## src/rtl/stream_checker_lane.sv

```systemverilog
// One checker channel: captures monitor data, pops the scoreboard head a cycle
// later and compares the two, emitting single-cycle err/match pulses.
module stream_checker_lane #(
  parameter int unsigned DATA_W = 256
) (
  input  logic              clk,
  input  logic              rstn,
  input  logic              cap_en_i,
  input  logic [DATA_W-1:0] act_data_i,
  input  logic              exp_valid_i,
  input  logic [DATA_W-1:0] exp_data_i,
  output logic              exp_pop_o,
  output logic              err_o,
  output logic              match_o
);

  logic [DATA_W-1:0] chk_data_q;
  logic              exp_pop_q;

  always_ff @(posedge clk or negedge rstn) begin
    if (!rstn) begin
      chk_data_q <= '0;
      exp_pop_q  <= 1'b0;
    end else begin
      exp_pop_q <= cap_en_i;
      if (cap_en_i) begin
        chk_data_q <= act_data_i;
      end
    end
  end

  // An empty head (unexpected) and a differing head (mismatch) both count as errors.
  always_comb begin
    err_o   = 1'b0;
    match_o = 1'b0;
    if (exp_pop_q) begin
      if (exp_valid_i && (exp_data_i == chk_data_q)) begin
        match_o = 1'b1;
      end else begin
        err_o = 1'b1;
      end
    end
  end

  assign exp_pop_o = exp_pop_q;

endmodule

```

## config.mk

```make
export PLATFORM = sky130hd
export DESIGN_NAME = stream_checker_lane
export DESIGN_NICKNAME = d
export VERILOG_FILES = /design/src/rtl/stream_checker_lane.sv
export SDC_FILE = /design/constraint.sdc
export NUM_CORES = 1
export LEC_CHECK = 0
export CAP_MARGIN = 25
export CORE_AREA = 2 2 199 201
export DETAILED_ROUTE_END_ITERATION = 16
export DIE_AREA = 0 0 201 203
export DONT_BUFFER_PORTS = 1
export GPL_ROUTABILITY_DRIVEN = 0
export GPL_TIMING_DRIVEN = 1
export PLACE_DENSITY = 0.48
export SLEW_MARGIN = 15
export SYNTH_ARGS = -nofsm -noshare
export SYNTH_HDL_FRONTEND = slang
export SYNTH_SLANG_ARGS = --single-unit
```

## constraint.sdc

```tcl
create_clock -name clk -period 7.15 [get_ports clk]
set_input_delay 1.43 -clock clk [delete_from_list [all_inputs] [get_ports clk]]
set_output_delay 1.43 -clock clk [all_outputs]
set_load 0.02 [all_outputs]
```

==> results of run 1 <==
## state kept, by name, indices dropped and copies added, names as in the netlist
name        count
chk_data_q    256
exp_pop_o       1
## logic make-up (layout without fill, tap and decap cells)
logic type             after synthesis  after routing  synth area share, %
flip-flops                         257            257                 50.8
AND/OR/NAND/NOR                    232            232                 10.3
multiplexers                       196            196                 17.4
XOR/XNOR                           147            147                 10.2
AO/OA/AOI/OAI                      138            138                 7.69
buffers and inverters              120            145                 3.56
other                                0              2                    0
## synth_stat cells (all sizes together)
library cell	n	area share, %
a22o	6	0.42
dfrtp	257	51
nor3	1	0.040
a2111o	6	0.53
o2111a	1	0.089
nand2b	32	1.6
nor2b	61	3.0
clkbuf	32	0.95
or4	8	0.50
a221o	1	0.079
a2111oi	16	1.3
o221ai	3	0.21
buf	3	0.089
and4	1	0.069
xor2	62	4.3
a222oi	1	0.079
nand4b	1	0.069
nand2	65	1.9
and2b	1	0.059
nand4	29	1.4
o31a	1	0.069
nor4	31	1.5
inv	81	2.4
a221oi	1	0.069
clkinv	4	0.12
o2bb2ai	12	0.83
o21ai	60	2.4
nand3	2	0.079
xnor2	85	5.9
mux2	196	17
o2111ai	8	0.55
o22ai	22	1.1
## power groups by stage
| stage | registers, mW | logic, mW | clock network [mW] |
|---|---|---|---|
| floorplan | 1.69 | 0.347 | 0 |
| detailed placement | 1.72 | 0.414 | 0 |
| global placement | 1.71 | 0.408 | 0 |
| global route | 1.71 | 0.450 | 1.66 |
| CTS | 1.69 | 0.416 | 1.60 |
| finish | 1.69 | 0.410 | 1.55 |
## metrics by stage
step                instance area [um2]  std cells  utilization (%)
detailed placement                13200       1576             34.3
global placement                  13200       1576             34.3
floorplan                         12700       1090                -
global route                      14200       1634             36.9
CTS                               14200       1633             36.9
finish                            14200       1635             36.9
## worst min-delay path by stage
stage                               start         endpoint  slack, ps  cells past startpoint
after global placement      chk_data_q[9]    chk_data_q[9]        500                      1
final                       chk_data_q[9]    chk_data_q[9]        520                      1
after CTS                            rstn  chk_data_q[123]        510                      0
after global routing                 rstn  chk_data_q[205]        520                      0
after detailed placement    chk_data_q[9]    chk_data_q[9]        500                      1
after floorplan           chk_data_q[102]  chk_data_q[102]        490                      1
## per-layer routing
layer  global-route usage (%)  up-vias  share of wire (%)
met4                     4.42       10                2.2
li1                         -     3809                  -
met1                     23.7     3971                 38
met3                     8.88       51                 10
met5                        0        -               0.16
met2                     35.5      360                 49
## final cells by class
cell class	instances	area (um2)
inverter	85	319
clock buffer	45	898
fill	3848	24300
timing repair buffer	3	22.5
sequential	257	6430
clock inverter	12	100
antenna	2	5.00
multi-input combinational	713	5770
tap	518	648
==> summary.md, run 1 <==
| Metric | Value |
|---|---|
| R2r startpoint | chk_data_q[115] |
| Iteration-0 DRC Markers | 519 |
| Post-Syn Nets | 1606 |
| Slew margin rel. | 16.4% |
| First-pass GRT wire length | 60800 um |
| Final hold slack | 516 ps |
| Critical path launch point type | primary input |
| Crit Path Category | primary input to primary output |
| Levels on crit path | 8 |
| Final clock skew | 0 ps |
| Synth unique cells | 36 |
| Height of the die | 203 um |
| Sw frac | 24.8% |
| Fmax | 184 MHz |
| Cts bufs inserted | 31 |
| Area growth, synth to finish | 12.2% |
| Post-DR vias/cell | 5.02 |
| Initial Util | 32.9% |
| Ys Warns | 0 |
| Fin. max-slew vios | 0 |
| Commonest non-fill, non-tap cells in the layout | dfrtp_1, mux2_2, xnor2_1 |
| RSZ-0062 raised after global routing | false |
| Largest net degree at the start of global routing | 318 |
| Placement Rows | 72 |
| Combinational Power Share | 11.2% |
| Tightest Hold Check Type | register to register |
| CP endpoint kind | primary output |
| Reg2reg path depth | 1 |
| Avg WL per Cell | 26.4 um |
| Seq pwr share | 46.3% |
| CP Launch Point | exp_data_i[38] |
| Total I/O pin count | 519 |
| Syn_area_per_cell | 11.6 um2 |
| Power per cell area | 257 nW/um2 |
| DP HPWL | 34000 um |
| Die area | 40800 um2 |
| Post-CTS Setup Inserts | 0 |
| Drt pass-1 iters | 4 |
| Post-route setup slack | 1720 ps |
| Fin crit share | 76.0% |
| Pre-CTS setup slack | 1670 ps |
| Vias in the first global route | 8835 |
| Max stage delay on crit path | 720 ps |
| Total Power | 3.65 mW |
| Clock Power Share | 42.4% |
| H-Tree Level Count | 1 |
| FF-to-FF setup slack | 6330 ps |
| Most common cell after layout, fill and taps aside | dfrtp_1 |
| Min Tclk post-route | 5430 ps |
| Maximum vdd drop | 186 uV |
| Cell class contributing the biggest share of worst-path delay | simple AND/OR/NAND/NOR gates |
| Reg-to-reg critical path endpoint | chk_data_q[115] |
| Cts repair resizes | 0 |
| Max-cap violation count | 0 |
| Register bit total from synthesis | 257 |
| Via Count | 8201 |
| CTS tree | yes |
| Arr. time, crit path | 4000 ps |
| Slowest CP cell | a2111oi_0 |
| Fraction of layout cells with a size suffix above 1 | 23.5% |
| Nets | 1607 |
| Post-CTS Hold Buffers | 0 |
| Critical path, cell by cell | nor2b_1, a2111oi_0, buf_4, nand4_1, nor4_1, nand4_1, nor4_1, buf_4 |
| Sink Count | 257 |
| Sequential-to-total area share from yosys stat | 50.8% |
| Post-Route WL | 43200 um |
| Internal Power | 2.74 mW |
| Setup_tns | 0 ps |
| Critical path endpoint | match_o |
| Clk_lat worst skew | 570 ps |
| Buffers & Inverters on Critical Path | 2 |
| Net Switching | 0.906 mW |
| Grt total ovfl | 0 |
| Leak pwr | 5.74 nW |
| CTS max path bufs | 3 |
| Final hold vios | 0 |
| CTS Root Cell | clkbuf_16 |
| Final Setup Violations | 0 |
| Status | finished clean |
| Initial antenna violation count | 9 |
| Cell Area, Synth | 12700 um2 |
| Clock transition at path regs | 50 ps |
| Core ar. | 38500 um2 |
| GRT Total Usage | 20.6% |
| Worst-path maximum fanout | 2 |
| Residual DRC | 0 |
| Synthesized instance count | 1090 |
| Worst Tran Pin Value | 1250 ps |
| I/O Buffers | 0 |
| Die X | 201 um |
| Antenna-violating nets left | 0 |
| Critical Path RT | 5720 ps |
Power figures use the tool's default switching activity.
==> run 2, diff against run 1 <==
PLACE_DENSITY = 0.49   (was 0.48)
clock period = 4.65 ns   (was 7.15 ns; I/O delays follow)
==> summary.md, run 2 (synthesis gave the netlist of run 1 again) <==
| Metric | Value |
|---|---|
| First-pass GRT wire length | 61000 um |
| Biggest register | chk_data_q |
| Slew margin rel. | 25.3% |
| Combinational Power Share | 11.4% |
| Drt pass-1 iters | 4 |
| Placement Rows | 72 |
| Fin crit share | 94.2% |
| CTS tree | yes |
| Nets | 1615 |
| Commonest non-fill, non-tap cells in the layout | dfrtp_1, mux2_2, xnor2_1 |
| Fraction of layout cells with a size suffix above 1 | 24.0% |
| CP endpoint kind | primary output |
| Grt total ovfl | 0 |
| Clk_lat worst skew | 570 ps |
| Avg WL per Cell | 26.5 um |
| CTS max path bufs | 3 |
| Residual DRC | 0 |
| Die area | 40800 um2 |
| I/O Buffers | 0 |
| Min Tclk post-route | 4380 ps |
| Max stage delay on crit path | 710 ps |
| Die X | 201 um |
| Leak pwr | 5.78 nW |
| Setup_tns | 0 ps |
| CTS Root Cell | clkbuf_16 |
| Power per cell area | 392 nW/um2 |
| Critical path, cell by cell | nor2b_1, a2111oi_0, nand4_1, nor4_1, nand4_1, nor4_1, buf_4 |
| Cts repair resizes | 0 |
| Post-CTS Hold Buffers | 0 |
| Initial Util | 32.9% |
| Max reg flops | 256 |
| Reg2reg path depth | 1 |
| DP HPWL | 34500 um |
| Core ar. | 38500 um2 |
| GRT Total Usage | 20.6% |
| Internal Power | 4.17 mW |
| Tightest Hold Check Type | primary input to asynchronous set/reset pin |
| Seq pwr share | 46.6% |
| Levels on crit path | 7 |
| Cell class contributing the biggest share of worst-path delay | simple AND/OR/NAND/NOR gates |
| Final clock skew | 0 ps |
| Worst Tran Pin Value | 1120 ps |
| Net Switching | 1.41 mW |
| Critical Path RT | 3720 ps |
| H-Tree Level Count | 1 |
| Iteration-0 DRC Markers | 480 |
| Sink Count | 257 |
| Vias in the first global route | 8861 |
| Total Power | 5.58 mW |
| Final Setup Violations | 0 |
| Antenna-violating nets left | 0 |
| Sw frac | 25.3% |
| Post-Route WL | 43500 um |
| Clock Power Share | 42.0% |
| RSZ-0062 raised after global routing | false |
| Arr. time, crit path | 3450 ps |
| Slowest CP cell | a2111oi_0 |
| Initial antenna violation count | 12 |
| Total I/O pin count | 519 |
| Status | finished clean |
| Crit Path Category | register to primary output |
| Buffers & Inverters on Critical Path | 1 |
| Via Count | 8181 |
| Most common cell after layout, fill and taps aside | dfrtp_1 |
| Post-DR vias/cell | 4.98 |
| Fmax | 228 MHz |
| Maximum vdd drop | 276 uV |
| Clock transition at path regs | 60 ps |
| Critical path launch point type | register |
| Final hold vios | 0 |
| Height of the die | 203 um |
| Post-CTS Setup Inserts | 0 |
| Fin. max-slew vios | 0 |
| Area growth, synth to finish | 12.5% |
| Max-cap violation count | 0 |
| Largest net degree at the start of global routing | 318 |
| Cts bufs inserted | 31 |
| Worst-path maximum fanout | 3 |
run 2: cell count changes in the layout (fill, tap and decap cells not counted), sizes merged:
cell	previous run	this run
buf	3	11
bufinv	1	0
clkinv	11	13
clkinvlp	3	1
inv	82	83
run 2: final timing paths:
path | from | end | slack [ps]
max | chk_data_q[26] | match_o | 270
min | rstn | chk_data_q[184] | 50
max reg2reg | chk_data_q[233] | chk_data_q[233] | 3770
min reg2reg | chk_data_q[21] | chk_data_q[21] | 520
max in group asynchronous | rstn | chk_data_q[199] | 3680
min in group clk | act_data_i[74] | chk_data_q[74] | 480
run 2: area by class of cell:
type	count	area (um2)
Inverter	85	319
Clock buffer	45	898
Fill cell	3844	24200
Sequential cell	257	6430
Clock inverter	12	76.3
Tap cell	518	648
Antenna cell	2	5.00
Multi-Input combinational cell	713	5770
Timing Repair Buffer	11	82.6
run 2: power by group through the flow:
stage | combinational (mW) | clock, mW | sequential [mW]
final | 0.637 | 2.34 | 2.60
after global routing | 0.701 | 2.49 | 2.63
after CTS | 0.651 | 2.39 | 2.60
after detailed placement | 0.648 | 0 | 2.64
after global placement | 0.638 | 0 | 2.64
after floorplan | 0.534 | 0 | 2.60
run 2: metal layers:
metal  routed length [um]  global-route usage [%]
met1                16700                    24.0
met5                  104                       0
met2                21600                    36.0
met4                  654                    3.33
met3                 4400                    8.52
run 2: per-stage QoR:
step	hold WS, ps	std cells	setup slack [ps]	cell area [um2]	util [%]
2_1_floorplan	486	1090	718	12700	-
3_3_place_gp	501	1584	186	13300	34.5
3_5_place_dp	507	1584	255	13300	34.5
4_1_cts	23.5	1641	187	14200	37.0
5_1_grt	25.7	1642	96.4	14200	37.0
6_report	49.1	1643	268	14200	37.0
